`src/rtl/apb_uart_rx.sv`:
```
// rtl/apb_uart_rx.sv - APB slave 8N1 UART receiver with a small receive FIFO
// Two registers: RXDATA (addr bit0=0, read pops) and STATUS (addr bit0=1, W1C flags).
module apb_uart_rx #(
   parameter int BUS_WIDTH    = 16,
   parameter int CLKS_PER_BIT = 434,
   parameter int FIFO_DEPTH   = 4
) (
   input  logic                 clk,
   input  logic                 reset,
   input  logic [BUS_WIDTH-1:0] S_PADDR,
   input  logic                 S_PWRITE,
   input  logic                 S_PSELx,
   input  logic                 S_PENABLE,
   input  logic [BUS_WIDTH-1:0] S_PWDATA,
   output logic [BUS_WIDTH-1:0] S_PRDATA,
   output logic                 S_PREADY,
   input  logic                 rx_wire,
   output logic                 rx_avail
);
   localparam int CW = $clog2(CLKS_PER_BIT);
   localparam int PW = $clog2(FIFO_DEPTH);
   localparam logic [CW-1:0] HALF     = CW'(CLKS_PER_BIT / 2 - 1);
   localparam logic [CW-1:0] LAST     = CW'(CLKS_PER_BIT - 1);
   localparam logic [PW:0]   FULL_CNT = (PW + 1)'(FIFO_DEPTH);

   typedef enum logic [1:0] {S_IDLE, S_START, S_DATA, S_STOP} state_t;

   state_t          state_q, state_d;
   logic [CW-1:0]   cnt_q, cnt_d;
   logic [2:0]      bit_idx_q, bit_idx_d;
   logic [7:0]      shift_q, shift_d;
   logic            sync1_q, rx_s_q;
   logic            push, frame_set;

   logic [7:0]      mem_q [FIFO_DEPTH];
   logic [PW-1:0]   wr_ptr_q, rd_ptr_q;
   logic [PW:0]     count_q, count_d;
   logic            overrun_q, overrun_d;
   logic            ferr_q, ferr_d;
   logic            rx_avail_q;

   logic            empty, full, pop, do_push, overrun_set, rd_access, st_write;
   logic            unused_ok;

   assign unused_ok = ^{S_PADDR[BUS_WIDTH-1:1], S_PWDATA[BUS_WIDTH-1:4], S_PWDATA[1:0]};

   always_ff @(posedge clk or negedge reset) begin
      if (!reset) begin
         sync1_q   <= 1'b1;
         rx_s_q    <= 1'b1;
         state_q   <= S_IDLE;
         cnt_q     <= '0;
         bit_idx_q <= '0;
         shift_q   <= '0;
      end else begin
         sync1_q   <= rx_wire;
         rx_s_q    <= sync1_q;
         state_q   <= state_d;
         cnt_q     <= cnt_d;
         bit_idx_q <= bit_idx_d;
         shift_q   <= shift_d;
      end
   end

   always_comb begin
      state_d = state_q;
      case (state_q)
         S_IDLE:  if (!rx_s_q) state_d = S_START;
         S_START: if (cnt_q == HALF) state_d = rx_s_q ? S_IDLE : S_DATA;
         S_DATA:  if (cnt_q == LAST && bit_idx_q == 3'd7) state_d = S_STOP;
         S_STOP:  if (cnt_q == LAST) state_d = S_IDLE;
         default: state_d = S_IDLE;
      endcase
   end

   // Counter, shifter and end-of-frame strobes; a glitchy start simply falls back to IDLE.
   always_comb begin
      cnt_d     = cnt_q + 1'b1;
      bit_idx_d = bit_idx_q;
      shift_d   = shift_q;
      push      = 1'b0;
      frame_set = 1'b0;
      case (state_q)
         S_IDLE: cnt_d = '0;
         S_START: begin
            if (cnt_q == HALF) begin
               cnt_d     = '0;
               bit_idx_d = '0;
            end
         end
         S_DATA: begin
            if (cnt_q == LAST) begin
               cnt_d     = '0;
               shift_d   = {rx_s_q, shift_q[7:1]};
               bit_idx_d = bit_idx_q + 1'b1;
            end
         end
         S_STOP: begin
            if (cnt_q == LAST) begin
               cnt_d     = '0;
               push      = rx_s_q;
               frame_set = !rx_s_q;
            end
         end
         default: cnt_d = '0;
      endcase
   end

   assign empty       = (count_q == '0);
   assign full        = (count_q == FULL_CNT);
   assign rd_access   = S_PSELx & S_PENABLE & !S_PWRITE & !S_PADDR[0];
   assign st_write    = S_PSELx & S_PENABLE & S_PWRITE & S_PADDR[0];
   assign pop         = rd_access & !empty;
   assign do_push     = push & (!full | pop);
   assign overrun_set = push & full & !pop;

   always_comb begin
      count_d = count_q;
      if (do_push && !pop)      count_d = count_q + 1'b1;
      else if (pop && !do_push) count_d = count_q - 1'b1;
   end

   // Set beats a coincident write-1-to-clear.
   assign overrun_d = overrun_set | (overrun_q & !(st_write & S_PWDATA[2]));
   assign ferr_d    = frame_set   | (ferr_q    & !(st_write & S_PWDATA[3]));

   always_ff @(posedge clk) begin
      if (do_push) mem_q[wr_ptr_q] <= shift_q;
   end

   always_ff @(posedge clk or negedge reset) begin
      if (!reset) begin
         wr_ptr_q   <= '0;
         rd_ptr_q   <= '0;
         count_q    <= '0;
         overrun_q  <= 1'b0;
         ferr_q     <= 1'b0;
         rx_avail_q <= 1'b0;
      end else begin
         if (do_push) wr_ptr_q <= wr_ptr_q + 1'b1;
         if (pop)     rd_ptr_q <= rd_ptr_q + 1'b1;
         count_q    <= count_d;
         overrun_q  <= overrun_d;
         ferr_q     <= ferr_d;
         rx_avail_q <= (count_d != '0);
      end
   end

   assign rx_avail = rx_avail_q;
   assign S_PREADY = S_PSELx & S_PENABLE;

   always_comb begin
      S_PRDATA = '0;
      if (S_PSELx) begin
         if (S_PADDR[0]) begin
            S_PRDATA[0]    = !empty;
            S_PRDATA[1]    = full;
            S_PRDATA[2]    = overrun_q;
            S_PRDATA[3]    = ferr_q;
            S_PRDATA[15:8] = 8'(count_q);
         end else if (!empty) begin
            S_PRDATA[7:0] = mem_q[rd_ptr_q];
         end
      end
   end
endmodule

```
`config.mk`:
```
export PLATFORM = sky130hd
export DESIGN_NAME = apb_uart_rx
export DESIGN_NICKNAME = d
export VERILOG_FILES = /design/src/rtl/apb_uart_rx.sv
export SDC_FILE = /design/constraint.sdc
export NUM_CORES = 1
export LEC_CHECK = 0
export BUFFER_PORTS_ARGS = -buffer_cell sky130_fd_sc_hd__buf_2
export CAP_MARGIN = 20
export CORE_MARGIN = 2
export CORE_UTILIZATION = 40
export CTS_CLUSTER_SIZE = 20
export DETAILED_ROUTE_END_ITERATION = 10
export PLACE_DENSITY = 0.69
export SYNTH_ARGS = -nofsm -noshare
export SYNTH_HDL_FRONTEND = slang
export SYNTH_SLANG_ARGS = --single-unit
```
`constraint.sdc`:
```
create_clock -name clk -period 2.25 [get_ports clk]
set_input_delay 0.3375 -clock clk [delete_from_list [all_inputs] [get_ports clk]]
set_output_delay 0.3375 -clock clk [all_outputs]
set_load 0.02 [all_outputs]
```
==> metrics, run 1 <==
PwrDens 811 nW/um^2; Initial Util 41.8%; Max-Cap Viols 0; Iter 0 DRT Violations 89; met3 WL post-DR 167 um; Fin. Hold Viols 0; Post-Route WL 5330 um; Antenna Violating Nets Remaining 0; CP peak stage delay 540 ps; overall fraction of global-route tracks in use 13.5%; r2r setup slk 160 ps; Num CTS Buffers 9; ant diodes 0; Fill cells 634; clk sink count 66; outcome finished clean; CORE AREA 7370 um^2; FF+latch area 1810 um^2; Setup violations, final 0; cell area after synthesis 3080 um^2; DP HPWL 3690 um; largest net degree at the start of global routing 35; yosys warns 0; Slew headroom 50.7%; clk buf depth 2; CP cell instances buf_4 -> mux4_2 -> a22o_1 -> buf_2; CTS tree done; P&R area growth vs syn 18.9%; # rows 31; first-pass GRT wire length 8730 um; number of cells produced by synthesis 233; Synth Area per Inst 13.2 um^2; crit end category output pin; multi-input logic area 1190 um^2; min-delay worst type in -> async; die height 91.8 um; clock insertion delay at the later pin of the skew report 340 ps; fmax 470 MHz; kind of critical path reg -> out; Final Net Count 330; Critical R2R Launch cnt_q[1]; Tcrit/Tclk final 94.5%; crit path from rd_ptr_q[0]; Distinct cells, synth 48; Routability Congestion 0.855; Post-synth EDFFs 32; Vias/cell 4.95; Synth top area share 31.2%; clock-pin slew on the worst setup and hold paths 70 ps; total gr overflow 0; initial antenna violation count 0; Final Non-Filler Cells 384; flops & latches, synth 66; share of layout cells above drive strength 1 29.8%; commonest cells after routing, fill and taps aside dfrtp_1 (32), edfxtp_1 (32), nor2_1 (22); Final Util 49.7%; Worst Skew 9.09 ps; # H-tree levels 3; routed vias 1899; Pleak 1.62 nW; Final Max Slew Viols 0; CP Launch Type flop; setup ws final 124 ps; largest cells by area after synthesis edfxtp_1 (31%), dfrtp_1 (26%), mux4_2 (5.8%); R2R depth 7; Die ar. 8420 um^2; Root Buffer clkbuf_8; placed cells 366; Slew @ Worst Pin 740 ps; Arr. time, crit path 1790 ps; Worst Path Required 1910 ps; slowest CP cell mux4_2; Setup crit end S_PRDATA[3]; DR pass1 iterations 4; Seq/Total Area, Yosys 58.9%; DRC 0; DR WL met2 2660 um; worst-path fanout max 10; setup TNS 0 ps; ys flop type edfxtp_1; Metal-1 WL 2390 um; RR Endpoint mem_q[0][1]; Final Power 2.97 mW; Tmin final 2130 ps; Die Wd 91.8 um; dpl ws 78.7 ps; vias in the first global route 1898; FFs w/ async S/R, synth 51.5%; # port buffers 21; Synth area leader edfxtp_1; Ports 56; wire per inst 13.9 um; top sig layer met4; worst vdd ir 249 uV
report_power, final:
part | switching, mW | internal (mW) | leakage [nW] | total (mW)
Clock | 0.433 | 0.623 | 0.107 | 1.06
Sequential | 0.0625 | 1.31 | 0.803 | 1.37
Combinational | 0.284 | 0.257 | 0.709 | 0.541
Total | 0.780 | 2.19 | 1.62 | 2.97
routing by layer:
metal | global-route usage (%) | up-vias
li1 | - | 923
met1 | 16.0 | 938
met2 | 22.9 | 30
met3 | 3.62 | 8
met4 | 6.34 | 0
met5 | 0 | -
synthesized netlist by cell type, types with 2 or more instances:
cell and count:
a22o_1 3, a31oi_1 2, and2_1 11, and3_1 5
buf_2 4, buf_4 5, clkbuf_1 2, dfrtp_1 32
dfstp_2 2, edfxtp_1 32, ha_1 12, inv_1 10
mux2_2 7, mux2i_1 2, mux4_2 8, nand2_1 10
nand2b_1 2, nand3_1 10, nand3b_1 3, nand4_1 3
nor2_1 23, nor3_1 2, nor4bb_1 2, o211ai_1 2
o21ai_0 6, o31ai_1 2, xnor2_1 8, xor2_1 3
worst min path at each step:
stage	endpoint	slack [ps]	cells after the start
final	count_q[0]	60	1
after global routing	sync1_q	90	1
after CTS	count_q[0]	80	1
after detailed placement	rx_s_q	350	0
after global placement	rx_s_q	350	0
after floorplan	asynchronous set/reset pin	40	0
sequential cells by signal, summed over array words and instances, names as in the netlist, named ones only:
register	flops
mem_q	32
cnt_q	9
shift_q	8
bit_idx_q	3
count_q	3
rd_ptr_q	2
wr_ptr_q	2
ferr_q	1
overrun_q	1
rx_avail	1
rx_s_q	1
state_q	1
sync1_q	1
layout make-up:
cell class / count / share of cell area, %
sequential: 66 / 49.5
multi-input combinational: 149 / 32.5
timing repair buffer: 43 / 7.72
clock buffer: 11 / 3.59
tap: 99 / 3.38
clock inverter: 5 / 2.15
inverter: 11 / 1.13
through the flow:
| step | instance area, um^2 | hold WS [ps] |
|---|---|---|
| global route | 3660 | 94.1 |
| CTS | 3630 | 78.7 |
| floorplan | 3100 | 41.9 |
| finish | 3660 | 59.6 |
| global placement | 3420 | 347 |
| detailed placement | 3420 | 348 |
timing repair:
action | CTS | global route
hold buffers | 0 | 0
resized for setup | 1 | 3
endpoints found under the setup margin | 4 | 36
hold endpoints to repair | 0 | 0
pin swaps | 0 | 0
setup buffers | 0 | 2
cells by family (layout without fill, tap and decap cells):
| family | Yosys count | in the layout | synth area share (%) |
|---|---|---|---|
| xor+xnor | 11 | 11 | 3.13 |
| mux | 18 | 18 | 9.55 |
| flops | 66 | 66 | 58.9 |
| compound gates | 21 | 21 | 5.04 |
| other cells | 1 | 5 | 0.122 |
| fa+ha+maj | 12 | 12 | 4.87 |
| simple gates | 82 | 82 | 14.9 |
| buf+inv | 22 | 70 | 3.45 |
critical path, delay by kind of cell (launching register included):
| family | cells | cell delay, ps |
|---|---|---|
| buf+inv | 2 | 370 |
| mux | 1 | 540 |
| flops | 1 | 320 |
| compound gates | 1 | 210 |
No activity file was read; power rests on OpenSTA's default activity.
==> inputs of run 2 (changes only) <==
Settings changed: RECOVER_POWER from default to 50, SLEW_MARGIN from default to 10.
==> metrics, run 2 (synthesis gave the netlist of run 1 again) <==
Biggest register mem_q; DRC 0; Fin. Hold Viols 0; Ports 56; # H-tree levels 3; placed cells 366; crit end category output pin; Largest regs mem_q: 32 flops, cnt_q: 9 flops, shift_q: 8 flops; R2R depth 7; kind of critical path reg -> out; DP HPWL 3690 um; Worst Skew 9.22 ps; worst vdd ir 249 uV; P&R area growth vs syn 18.8%; Max-Cap Viols 1; clock insertion delay at the later pin of the skew report 340 ps; Slew headroom -18.6%; Antenna Violating Nets Remaining 0; Num CTS Buffers 9; outcome finished, violations left; failing checks capacitance limit, slew limit; DR pass1 iterations 4; min-delay worst type in -> reg; Arr. time, crit path 1790 ps; Final Power 2.97 mW; CP cell instances buf_4 -> mux4_2 -> a22o_1 -> buf_2; share of layout cells above drive strength 1 28.4%; hold depth 1; Pleak 1.61 nW; CP peak stage delay 540 ps; Post-Route WL 5330 um; routed vias 1899; Worst Path Required 1910 ps; first-pass GRT wire length 8730 um; Iter 0 DRT Violations 85; Die ar. 8420 um^2; # hold bufs at CTS 0; setup TNS 0 ps; Fill cells 636; Setup violations, final 0; Routability Congestion 0.855; PwrDens 811 nW/um^2; clock-pin slew on the worst setup and hold paths 70 ps; Die Wd 91.8 um; wire per inst 13.9 um; Tmin final 2130 ps; worst-path fanout max 10; initial antenna violation count 0; Initial Util 41.8%; max FFs per register 32; Final Max Slew Viols 35; fmax 470 MHz; Root Buffer clkbuf_8; # port buffers 21; clk buf depth 2; commonest cells after routing, fill and taps aside dfrtp_1 (32), edfxtp_1 (32), nor2_1 (22); die height 91.8 um; CP Launch Type flop; Final Net Count 330; # rows 31; CORE AREA 7370 um^2; Final Non-Filler Cells 384; Slew @ Worst Pin 1780 ps; clk sink count 66; Vias/cell 4.95; overall fraction of global-route tracks in use 13.5%; total gr overflow 0; largest net degree at the start of global routing 35; ant diodes 0; slowest CP cell mux4_2; Tcrit/Tclk final 94.5%; CTS tree done; vias in the first global route 1898
run 2: changes by cell type in the layout (fill, tap and decap cells not counted), sizes merged:
cell	delta
buf	-5
clkbuf	+5
run 2: worst paths after layout:
kind,from,endpoint,slack (ps)
worst max register to register,cnt_q[1],mem_q[0][1],160
max in group asynchronous,reset,bit_idx_q[1],750
min in group asynchronous,reset,count_q[0],470
worst min-delay path,rx_wire,sync1_q,110
worst max-delay path,rd_ptr_q[0],S_PRDATA[3],120
worst min register to register,sync1_q,rx_s_q,350
run 2: cell type report:
type	count	area (um^2)	share of cell area, %
Sequential cell	66	1810	49.6
Multi-Input combinational cell	149	1190	32.6
Timing Repair Buffer	43	278	7.59
Clock buffer	11	131	3.59
Tap cell	99	124	3.39
Clock inverter	5	78.8	2.15
Inverter	11	41.3	1.13
run 2: metrics by stage:
step	hold WS (ps)	setup WS (ps)	area [um^2]	utilization, %
final	111	124	3660	49.6
after global placement	347	113	3420	46.4
after global routing	94.1	-41.3	3660	49.6
after CTS	78.7	35.7	3630	49.3
after detailed placement	348	78.7	3420	46.4
after floorplan	41.9	319	3100	-
run 2: routing by layer:
layer | GRT usage (%) | up-vias | part of all wire [%] | wire length [um]
met2 | 22.9 | 30 | 50 | 2660
met3 | 3.62 | 8 | 3.2 | 168
met4 | 6.34 | 0 | 1.9 | 101
met1 | 16.0 | 938 | 45 | 2400
li1 | - | 923 | - | -
met5 | 0 | - | 0 | 0
run 2: what timing repair did:
item                                    CTS  global route
resized for setup                         1             3
endpoints found under the setup margin    4            36
cloned                                    0             0
setup buffers                             0             2
run 2: worst max-delay path: cells and delay by family (launching register included):
| family | cells | cell delay [ps] |
|---|---|---|
| DFF | 1 | 320 |
| AOI/OAI and AO/OA | 1 | 210 |
| buffers and inverters | 2 | 370 |
| muxes | 1 | 540 |
run 2: power breakdown:
group,internal (mW),switching (mW)
Combinational,0.252,0.284
Sequential,1.31,0.0628
Clock,0.623,0.433
Total,2.19,0.780
